`config.mk`:
```
export PLATFORM = sky130hd
export DESIGN_NAME = bb84_sift_engine
export DESIGN_NICKNAME = d
export VERILOG_FILES = /design/src/rtl/bb84_sift_engine.sv
export SDC_FILE = /design/constraint.sdc
export NUM_CORES = 1
export LEC_CHECK = 0
export BUFFER_PORTS_ARGS = -buffer_cell sky130_fd_sc_hd__buf_2
export CORE_MARGIN = 3
export CORE_UTILIZATION = 45
export CTS_BUF_LIST = sky130_fd_sc_hd__clkbuf_4 sky130_fd_sc_hd__clkbuf_8
export DETAILED_ROUTE_END_ITERATION = 12
export PLACE_DENSITY = 0.68
export SLEW_MARGIN = 10
export SYNTH_ARGS = -nofsm -noshare
export SYNTH_HDL_FRONTEND = slang
export SYNTH_SLANG_ARGS = --single-unit
```
`constraint.sdc`:
```
create_clock -name clk -period 2.15 [get_ports clk]
set_input_delay 0.215 -clock clk [delete_from_list [all_inputs] [get_ports clk]]
set_output_delay 0.215 -clock clk [all_outputs]
set_load 0.02 [all_outputs]
```
`src/rtl/bb84_sift_engine.sv`:
```
// BB84 receiver-side sifting engine.
// Collects FRAME_LEN qubits. A qubit is kept when the sender base matches
// Bob's base, and each kept bit is packed LSB-first into a KEY_W-bit key.
// The engine counts ignored qubits, flags kept bits that no longer fit in
// the key, and holds the finished key until the consumer acknowledges it.
module bb84_sift_engine #(
   parameter  int FRAME_LEN = 16,
   parameter  int KEY_W     = 16,
   localparam int IDX_W     = $clog2(FRAME_LEN + 1),
   localparam int LEN_W     = $clog2(KEY_W + 1)
) (
   input  logic             clk,
   input  logic             rst_n,
   input  logic             start,
   input  logic             abort,
   input  logic             in_valid,
   output logic             in_ready,
   input  logic [1:0]       public_msg,
   input  logic             b_dash,
   output logic             sift_valid,
   output logic             sift_bit,
   output logic             sift_ignore,
   output logic [KEY_W-1:0] key_out,
   output logic [LEN_W-1:0] key_len,
   output logic [IDX_W-1:0] ignore_cnt,
   output logic             overflow,
   output logic             key_valid,
   input  logic             key_ack,
   output logic             busy
);

   typedef enum logic [1:0] {ST_IDLE, ST_COLLECT, ST_HOLD} state_t;

   localparam logic [LEN_W-1:0] KEY_FULL = LEN_W'(KEY_W);
   localparam logic [IDX_W-1:0] IDX_LAST = IDX_W'(FRAME_LEN - 1);

   state_t             state_q, state_d;
   logic [IDX_W-1:0]   idx_q, idx_d;
   logic [KEY_W-1:0]   key_q, key_d;
   logic [LEN_W-1:0]   len_q, len_d;
   logic [IDX_W-1:0]   ign_q, ign_d;
   logic               ovf_q, ovf_d;
   logic               sv_q, sv_d;
   logic               sb_q, sb_d;
   logic               si_q, si_d;
   logic               match;

   // Sender base word bit 0 compared against Bob's base.
   assign match = (public_msg[0] == b_dash);

   // Next-state and datapath update; abort overrides every other event.
   always_comb begin
      state_d = state_q;
      idx_d   = idx_q;
      key_d   = key_q;
      len_d   = len_q;
      ign_d   = ign_q;
      ovf_d   = ovf_q;
      sv_d    = 1'b0;
      sb_d    = 1'b0;
      si_d    = 1'b0;
      if (abort) begin
         state_d = ST_IDLE;
         idx_d   = '0;
         key_d   = '0;
         len_d   = '0;
         ign_d   = '0;
         ovf_d   = 1'b0;
      end else begin
         case (state_q)
            ST_IDLE: begin
               if (start) begin
                  state_d = ST_COLLECT;
                  idx_d   = '0;
                  key_d   = '0;
                  len_d   = '0;
                  ign_d   = '0;
                  ovf_d   = 1'b0;
               end
            end
            ST_COLLECT: begin
               if (in_valid) begin
                  sv_d = 1'b1;
                  if (match) begin
                     sb_d = public_msg[1];
                     if (len_q < KEY_FULL) begin
                        key_d[len_q] = public_msg[1];
                        len_d        = len_q + 1'b1;
                     end else begin
                        // Key register full: the bit is lost, remember that.
                        ovf_d = 1'b1;
                     end
                  end else begin
                     si_d  = 1'b1;
                     ign_d = ign_q + 1'b1;
                  end
                  idx_d = idx_q + 1'b1;
                  if (idx_q == IDX_LAST) state_d = ST_HOLD;
               end
            end
            ST_HOLD: begin
               if (key_ack) state_d = ST_IDLE;
            end
            default: state_d = ST_IDLE;
         endcase
      end
   end

   // State and datapath registers, cleared asynchronously.
   always_ff @(posedge clk or negedge rst_n) begin
      if (!rst_n) begin
         state_q <= ST_IDLE;
         idx_q   <= '0;
         key_q   <= '0;
         len_q   <= '0;
         ign_q   <= '0;
         ovf_q   <= 1'b0;
         sv_q    <= 1'b0;
         sb_q    <= 1'b0;
         si_q    <= 1'b0;
      end else begin
         state_q <= state_d;
         idx_q   <= idx_d;
         key_q   <= key_d;
         len_q   <= len_d;
         ign_q   <= ign_d;
         ovf_q   <= ovf_d;
         sv_q    <= sv_d;
         sb_q    <= sb_d;
         si_q    <= si_d;
      end
   end

   assign in_ready    = (state_q == ST_COLLECT);
   assign key_valid   = (state_q == ST_HOLD);
   assign busy        = (state_q != ST_IDLE);
   assign sift_valid  = sv_q;
   assign sift_bit    = sb_q;
   assign sift_ignore = si_q;
   assign key_out     = key_q;
   assign key_len     = len_q;
   assign ignore_cnt  = ign_q;
   assign overflow    = ovf_q;

endmodule

```
**Word-level counts from Yosys, hierarchy flattened**

Cells that the tools add are included.

- $add $sub $neg: 3
- Multipliers: 0
- Divide/modulo/power cells: 0
- $lt $le $gt $ge: 3
- Equality and inequality tests: 12
- Shift-type cells: 0
- Muxes and demuxes: 45
- Bitwise operators: 0
- Reductions and logical operators: 9

Operators by type and width:

| kind | count |
|---|---|
| 2-to-1 mux 16 bit | 5 |
| 2-to-1 mux 5 bit | 10 |
| case mux 16 bit (2 select lines) | 1 |
| case mux 5 bit (2 select lines) | 3 |
| 2-to-1 mux 1 bit | 17 |
| bitwise mux 16 bit | 1 |
| adder 5 x 1 -> 5 bit (second input constant) | 3 |
| inequality test 3 x 2 -> 1 bit (second input constant) | 4 |
| inequality test 3 bit (second input constant) | 4 |
| < comparator 5 bit (second input constant) | 2 |
| 2-to-1 mux 2 bit | 5 |
| AND reduction 5 bit | 2 |
| AND reduction 4 bit | 2 |
| case mux 2 bit (3 select lines) | 1 |
| == test 5 x 4 -> 1 bit (second input constant) | 1 |
| greater-or-equal comparator 5 x 1 -> 1 bit (second input constant) | 1 |
| demux 1 bit (select 4 bit) | 1 |
| AND reduction 3 bit | 1 |
| nonzero test 3 bit | 1 |
| == test 2 x 1 -> 1 bit (second input constant) | 1 |
| == test 2 bit (second input constant) | 1 |
| zero test 2 bit | 1 |
| case mux 1 bit (2 select lines) | 1 |
| nonzero test 2 bit | 1 |
| 2 further kinds | 2 |

- Register bits: 37
- Bits in latches: 0
- RAM bits: 0
- Bits in read-only memories: 0
- Bits of input ports: 9
- Output and inout port bits: 33
- Logic and storage cells: 81
- Memories: 0

**Logic depth before layout (Yosys ltp)**

Gate-level depths: netlist (run 1).

- Depth after elaboration: 10
- Mapped depth: 7
- Mapped depth without buffers: 7

**Least setup slack after synthesis (run 1)**

Ideal clock, no wire load.

- Kind: flip-flop to flip-flop
- Start point: reg len_q[4] (netlist: key_len[4])
- End point: reg key_q[10] (netlist: key_out[10])
- Setup time: 0.121 ns
- Arrival time: 1.533 ns
- Required time: 2.029 ns
- Setup slack: 0.496 ns
- Cell stages (with the launch flop): 6
- Path buffers: 2
- Clock period less this slack: 1.654 ns
- Cell sequence: dfrtp_1 -> clkbuf_1 -> o21ai_1 -> buf_2 -> nand3_1 -> a22o_1

- Word-level cells in the longest chain between the ends: 10
- Elaborated cells between the ends (all ways): 14
- Those cells by class: order compare: 3; eq/ne: 1; mux: 8; reduce/logical: 2

Ends and longest elaborated chain:

| item | line | RTL |
|---|---|---|
| start, declared | 40 | `logic [LEN_W-1:0] len_q, len_d;` |
| start signal, assigned | 125 | `len_q <= len_d;` |
| greater-or-equal comparator 5 x 1 -> 1 bit (not written as such) or < comparator 5 bit (tied branches) | 87, 86 |  |
| logical AND 1 bit (not written as such) | 87 | `key_d[len_q] = public_msg[1];` |
| 2-to-1 mux 1 bit (not written as such) | 87 |  |
| demux 1 bit (select 4 bit) | 87 |  |
| bitwise mux 16 bit | 87 |  |
| 2-to-1 mux 16 bit | 86 | `if (len_q < KEY_FULL) begin` |
| 2-to-1 mux 16 bit | 84 | `if (match) begin` |
| 2-to-1 mux 16 bit | 82 | `if (in_valid) begin` |
| case mux 16 bit (2 select lines) | 70 | `case (state_q)` |
| 2-to-1 mux 16 bit | 62 | `if (abort) begin` |
| end signal, assigned | 124 | `key_q <= key_d;` |
| end, declared | 39 | `logic [KEY_W-1:0] key_q, key_d;` |

Parallel ways exist; a longest one is shown, timed or not. The select of a mux whose other input is x is not followed.
A chain may end at the register's enable or synchronous reset.

**Worst setup path after layout (run 1)**

- Start point: reg state_q[0]
- End point: reg key_q[10] (netlist: key_out[10])

- Word-level cells in the longest chain between the ends: 3
- Elaborated cells between the ends (all ways): 10
- Those cells by class: eq/ne: 5; mux: 2; reduce/logical: 3

Ends and longest elaborated chain:

| item | line | RTL |
|---|---|---|
| start, declared | 37 | `state_t state_q, state_d;` |
| start signal, assigned | 122 | `state_q <= state_d;` |
| == test 2 x 1 -> 1 bit or zero test 2 bit (tied branches) | 70 |  |
| inequality test 3 x 2 -> 1 bit (no source line), or another cell as far along | - |  |
| AND reduction 5 bit (no source line) or 2-to-1 mux 16 bit (tied branches) | - |  |

Parallel ways exist; a longest one is shown, timed or not.

==> flow_metrics.env, run 1 <==
export IMPL_ant_nets=0
export IMPL_grt_ovfl_total=0
export IMPL_io_pins=42
export IMPL_drive_gt1_frac=0.265
export IMPL_ys_seq_area_frac=0.463
export IMPL_cts_buffers=5
export IMPL_regToRegStartpoint="state_q[0]$_DFFE_PN0P_"
export IMPL_dieWidth_um=72.7
export IMPL_syn_nets=220
export IMPL_vias=1665
export IMPL_nFillCells=400
export IMPL_p_leak_nw=1.25
export IMPL_slew_headroom=0.465
export IMPL_finalCriticalPeriod_ps=1770
export IMPL_tritoncts="done"
export IMPL_finalHoldViolations=0
export IMPL_ys_warnings_count=0
export IMPL_cp_max_fo=24
export IMPL_place_congestion=0.793
export IMPL_tightestPinTransition_ps=803
export IMPL_track_usage=0.185
export IMPL_tns_ps=0
export IMPL_setup_viol=0
export IMPL_placed_area_um2=2250
export IMPL_cp_arrival_ps=1990
export IMPL_grt_pass1_vias=1593
export IMPL_ir_drop_uv=358
export IMPL_cts_hold_buf=0
export IMPL_timing_final_crit_share=0.823
export IMPL_slew_violations=0
export IMPL_wl_per_cell_um=14.6
export IMPL_synth_area_um2=2000
export IMPL_ff_latch_area_um2=926
export IMPL_fin_worst_skew_ps=4.46
export IMPL_die_h_um=72.7
export IMPL_portBuffers=41
export IMPL_clockBufferDepth=2
export IMPL_synth_edf_count=0
export IMPL_required_ps=2370
export IMPL_path_clk_slew_ps=70
export IMPL_synth_top_cell_area_share=0.463
export IMPL_final_nets=262
export IMPL_endpoint_kind="flip-flop"
export IMPL_clkLatencyLatePin_ps=280
export IMPL_synth_common_cells="dfrtp_1, nand3_1, o21ai_0"
export IMPL_start_util=0.482
export IMPL_hold_path_class="primary input to asynchronous set/reset pin"
export IMPL_synth_ff_type="dfrtp_1"
export IMPL_crit_type="flip-flop to flip-flop"
export IMPL_synthCells=203
export IMPL_dp_hpwl_mm=3.16
export IMPL_power_density_nw_per_um2=577
export IMPL_synth_top_cell_by_area="dfrtp_1"
export IMPL_cap_viol_max_count=0
export IMPL_dieArea_um2=5280
export IMPL_vias_per_cell=5.64
export IMPL_async_reset_ff_frac=1.00
export IMPL_area_growth_pct=16.9
export IMPL_antennaDiodeCount=0
export IMPL_startpoint="state_q[0]$_DFFE_PN0P_"
export IMPL_core_area_um2=4140
export IMPL_grt_setup_unrepaired="false"
export IMPL_status="complete, no violations"
export IMPL_first_pass_iters=4
export IMPL_design_area_um2=2340
export IMPL_synth_most_common_cell="dfrtp_1"
export IMPL_multi_input_area_um2=982
export IMPL_cts_sinks=37
export IMPL_synth_cell_types=43
export IMPL_synth_seq_cells=37
export IMPL_grt_pass1_wl_mm=7.65
export IMPL_grt_antenna_before_repair=0
export IMPL_cts_root_buf="clkbuf_8"
export IMPL_htreeDepth=2
export IMPL_max_freq_ghz=0.565
export IMPL_postCtsSetupBuffers=0
export IMPL_hold_slack_ps=19.0
export IMPL_startpoint_type="flip-flop"
export IMPL_synth_area_leaders="dfrtp_1, a22o_1, nand3_1"
export IMPL_grt_max_degree=38
export IMPL_num_rows=23
export IMPL_post_cts_resized=0
export IMPL_drc=0
export IMPL_routed_wl_mm=4.32
export IMPL_drt_iter0_markers=102
export IMPL_avgSynthCellArea_um2=9.85
-- cell usage in the layout (no fill, tap or decap), types with 2 or more instances in the layout --
| cell | n |
|---|---|
| a21oi_1 | 4 |
| and2b_2 | 2 |
| ha_1 | 8 |
| nor3b_1 | 2 |
| clkbuf_8 | 6 |
| or2_2 | 2 |
| and3_1 | 4 |
| mux2i_1 | 3 |
| inv_1 | 7 |
| nor2b_1 | 4 |
| a22o_1 | 15 |
| buf_4 | 6 |
| nand2_1 | 8 |
| nor3_1 | 2 |
| o2bb2ai_1 | 4 |
| nor2_1 | 11 |
| mux2_2 | 2 |
| and4_1 | 2 |
| o21ai_0 | 21 |
| or4_1 | 2 |
| dfrtp_1 | 37 |
| nand2b_1 | 6 |
| nand3_1 | 26 |
| buf_2 | 41 |
-- kinds of logic after synthesis --
group	count (synthesis)	share of synthesized area
AO/OA/AOI/OAI	53	0.181
XOR/XNOR	2	0.00876
adder cells (fa/ha/maj)	8	0.0501
buffers and inverters	19	0.0476
flip-flops	37	0.463
multiplexers	5	0.0263
AND/OR/NAND/NOR	79	0.223
-- per-layer routing --
layer | part of all wire | GRT usage | up-vias
li1 | - | - | 823
met1 | 0.48 | 0.262 | 795
met2 | 0.45 | 0.277 | 41
met3 | 0.058 | 0.0482 | 6
met4 | 0.012 | 0.0574 | 0
met5 | 0 | 0 | -
-- worst paths after layout --
path | slack (ps) | end | cells after the start
max reg2reg | 380 | key_out[10]$_DFFE_PN0P_ | 5
max | 380 | key_out[10]$_DFFE_PN0P_ | 5
min reg2reg | 470 | key_out[13]$_DFFE_PN0P_ | 1
min in group clk | 180 | state_q[1]$_DFFE_PN0P_ | 2
min | 20 | key_out[14]$_DFFE_PN0P_ | 1
max in group asynchronous | 1630 | key_len[4]$_DFFE_PN0P_ | 1
-- critical path, stage by stage, from the launching register on --
cell	delay (ps)
dfrtp_1	500
nor3b_2	270
buf_4	280
nand3_1	170
nor2_1	300
a22o_1	190
-- power by group --
group          switching (mW)  total (mW)  internal [mW]  leakage, nW
combinational          0.0934       0.147         0.0537        0.687
sequential            0.00730       0.710          0.702        0.514
clock                   0.224       0.491          0.267       0.0477
-- state kept, by name, indices dropped and copies added (netlist names) --
register and flops:
sift_valid 1, key_out 16, sift_ignore 1, ignore_cnt 5
idx_q 5, state_q 2, sift_bit 1, key_len 5
overflow 1
-- metrics by stage --
step | utilization | instances | power, mW | setup WS (ps)
6_report | 0.564 | 295 | 1.35 | 380
5_1_grt | 0.564 | 295 | 1.41 | 198
4_1_cts | 0.564 | 295 | 1.37 | 393
3_5_place_dp | 0.542 | 288 | 0.870 | 405
3_3_place_gp | 0.542 | 288 | 0.870 | 403
2_1_floorplan | - | 203 | 0.814 | 496
-- area by class of cell --
| type | instances | share of cell area |
|---|---|---|
| sequential | 37 | 0.396 |
| inverter | 7 | 0.0112 |
| timing repair buffer | 47 | 0.107 |
| multi-input combinational | 147 | 0.420 |
| clock buffer | 7 | 0.0385 |
| tap | 50 | 0.0268 |
Note: power is estimated with default switching activity, not from simulation.
==> inputs of run 2 (changes only) <==
--- a/config.mk
+++ b/config.mk
@@ -5,12 +5,13 @@
 export SDC_FILE = /design/constraint.sdc
 export NUM_CORES = 1
 export LEC_CHECK = 0
+export ABC_AREA = 1
 export BUFFER_PORTS_ARGS = -buffer_cell sky130_fd_sc_hd__buf_2
 export CORE_MARGIN = 3
 export CORE_UTILIZATION = 45
 export CTS_BUF_LIST = sky130_fd_sc_hd__clkbuf_4 sky130_fd_sc_hd__clkbuf_8
 export DETAILED_ROUTE_END_ITERATION = 12
-export PLACE_DENSITY = 0.68
+export PLACE_DENSITY = 0.67
 export SLEW_MARGIN = 10
 export SYNTH_ARGS = -nofsm -noshare
 export SYNTH_HDL_FRONTEND = slang
==> constraint.sdc (replaced) <==
create_clock -name clk -period 1.7 [get_ports clk]
set_input_delay 0.17 -clock clk [delete_from_list [all_inputs] [get_ports clk]]
set_output_delay 0.17 -clock clk [all_outputs]
set_load 0.02 [all_outputs]
==> flow_metrics.env, run 2 <==
export IMPL_status="complete, no violations"
export IMPL_worst_path_most_repeated_cell="ha_1"
export IMPL_synth_common_cells="nand2_1, dfrtp_1, nor2_1"
export IMPL_dieArea_um2=5600
export IMPL_layout_setup_ws_ps=180
export IMPL_track_usage=0.177
export IMPL_ant_nets=0
export IMPL_endpoint_kind="flip-flop"
export IMPL_place_inst=360
export IMPL_ys_seq_area_frac=0.434
export IMPL_grt_pass1_wl_mm=7.72
export IMPL_tightestPinTransition_ps=676
export IMPL_drc=0
export IMPL_final_nets=334
export IMPL_grt_pass1_vias=1664
export IMPL_die_h_um=74.9
export IMPL_rrSetupSlack_ps=180
export IMPL_htreeDepth=2
export IMPL_wl_per_cell_um=12.7
export IMPL_synth_cell_types=27
export IMPL_hold_slack_ps=138
export IMPL_fin_worst_skew_ps=5.88
export IMPL_synth_area_um2=2130
export IMPL_core_area_um2=4470
export IMPL_reg2reg_depth=6
export IMPL_crit_type="flip-flop to flip-flop"
export IMPL_sw_frac_of_total=0.376
export IMPL_final_common_cell="nand2_1"
export IMPL_timing_final_crit_share=0.894
export IMPL_slew_violations=0
export IMPL_vias_per_cell=5.18
export IMPL_synth_top_cell_area_share=0.434
export IMPL_antennaDiodeCount=0
export IMPL_synth_edf_count=0
export IMPL_dieWidth_um=74.9
export IMPL_postCtsSetupBuffers=0
export IMPL_cap_viol_max_count=0
export IMPL_r2r_end="key_len[4]$_DFFE_PN0P_"
export IMPL_start_util=0.477
export IMPL_grt_antenna_before_repair=0
export IMPL_crit_chain="ha_1, inv_1, nor2_1, ha_1, or2_0, o21ai_1"
export IMPL_synth_seq_cells=37
export IMPL_grt_max_degree=38
export IMPL_cp_arrival_ps=1740
export IMPL_placed_area_um2=2380
export IMPL_grt_setup_unrepaired="false"
export IMPL_final_util=0.558
export IMPL_regToRegStartpoint="key_len[0]$_DFFE_PN0P_"
export IMPL_slew_headroom=0.549
export IMPL_internal_power_mw=1.60
export IMPL_synth_area_leaders="dfrtp_1, nand2_1, nand4_1"
export IMPL_p_leak_nw=1.38
export IMPL_ys_warnings_count=0
export IMPL_pwr_share_comb=0.347
export IMPL_vias=1917
export IMPL_cts_sinks=37
export IMPL_avgSynthCellArea_um2=7.81
export IMPL_required_ps=1920
export IMPL_ir_drop_uv=440
export IMPL_hold_path_class="primary input to flip-flop"
export IMPL_layout_cells_non_filler=370
export IMPL_startpoint_type="flip-flop"
export IMPL_power_density_nw_per_um2=1030
export IMPL_largest_reg_flops=16
export IMPL_synth_ff_type="dfrtp_1"
export IMPL_num_rows=24
export IMPL_seqPwrFrac=0.390
export IMPL_cp_max_fo=7
export IMPL_place_congestion=0.793
export IMPL_finalCriticalPeriod_ps=1520
export IMPL_area_growth_pct=17.0
export IMPL_path_buf_inv=1
export IMPL_slowest_delay_ps=470
export IMPL_async_reset_ff_frac=1.00
export IMPL_min_path_cells=3
export IMPL_synthCells=273
export IMPL_cts_buffers=5
export IMPL_clkPwrFrac=0.263
export IMPL_dp_hpwl_mm=3.22
export IMPL_final_cell_mix="nand2_1, buf_2, dfrtp_1"
export IMPL_synth_most_common_cell="nand2_1"
export IMPL_worst_hold_path_endpoint="sift_bit$_DFF_PN0_"
export IMPL_first_pass_iters=5
export IMPL_setup_viol=0
export IMPL_post_cts_resized=0
export IMPL_crit_family="adder cells"
export IMPL_syn_nets=290
export IMPL_cts_root_buf="clkbuf_8"
export IMPL_max_freq_ghz=0.658
export IMPL_io_pins=42
export IMPL_routed_wl_mm=4.71
export IMPL_design_area_um2=2500
export IMPL_power_mw=2.57
export IMPL_tns_ps=0
export IMPL_tritoncts="done"
export IMPL_cp_slowest_cell="dfrtp_1"
export IMPL_path_clk_slew_ps=70
export IMPL_clockBufferDepth=2
export IMPL_p_sw_mw=0.965
export IMPL_pre_cts_ws_ps=85.6
export IMPL_synth_top_cell_by_area="dfrtp_1"
export IMPL_grt_ovfl_total=0
export IMPL_finalHoldViolations=0
export IMPL_drive_gt1_frac=0.220
export IMPL_drt_iter0_markers=154
export IMPL_portBuffers=41
export IMPL_clkLatencyLatePin_ps=290
export IMPL_hp_start="in_valid"
## run 2: repair_timing
item | in CTS | in global routing
hold buffers | 1 | 0
setup endpoints to repair | 0 | 5
hold endpoints to repair | 37 | 0
## run 2: worst max path at each step
| stage | startpoint | end | slack (ps) | cells after the start |
|---|---|---|---|---|
| 6_report | key_len[0]$_DFFE_PN0P_ | key_len[4]$_DFFE_PN0P_ | 180 | 6 |
| 5_1_grt | state_q[1]$_DFFE_PN0P_ | ignore_cnt[2]$_DFFE_PN0P_ | 50 | 8 |
| 4_1_cts | key_len[4]$_DFFE_PN0P_ | key_len[0]$_DFFE_PN0P_ | 100 | 4 |
| 3_5_place_dp | b_dash | key_len[0]$_DFFE_PN0P_ | 90 | 8 |
| 3_3_place_gp | b_dash | key_len[0]$_DFFE_PN0P_ | 160 | 8 |
| 2_1_floorplan | key_len[0]$_DFFE_PN0P_ | key_len[4]$_DFFE_PN0P_ | 190 | 6 |
## run 2: power groups by stage
stage | clock, mW | combinational [mW] | sequential [mW]
floorplan | 0 | 0.643 | 1.04
global placement | 0 | 0.875 | 1.02
detailed placement | 0 | 0.882 | 1.02
CTS | 0.700 | 0.886 | 1.00
global route | 0.732 | 1.01 | 1.01
finish | 0.674 | 0.892 | 1.00
## run 2: layout make-up
| class | count | area, µm² |
|---|---|---|
| clock inverter | 1 | 5.00 |
| clock buffer | 7 | 96.3 |
| multi-input combinational | 206 | 1050 |
| sequential | 37 | 926 |
| fill | 412 | 1980 |
| inverter | 20 | 75.1 |
| tap | 52 | 65.1 |
| timing repair buffer | 47 | 278 |
## run 2: routing by layer
layer / global-route usage / wire length [µm]
met1: 0.251 / 2280
met2: 0.275 / 2110
met3: 0.0294 / 266
met4: 0.0593 / 59
met5: 0 / 0
## run 2: kinds of logic (layout without fill, tap and decap cells)
kind of cell               count (synthesis)  count (layout)  share of synthesized area
DFF                                       37              37                      0.434
adders and majority gates                  8               8                     0.0469
xor gates and xnor gates                   2               2                    0.00821
buffers and inverters                     31              75                     0.0774
and+or+nand+nor                          161             161                      0.343
AOI/OAI and AO/OA                         34              35                     0.0903
## run 2: worst min-delay path, cell delays in order
cell and delay (ps):
buf_2 130, nand2_1 50, nor2_1 40
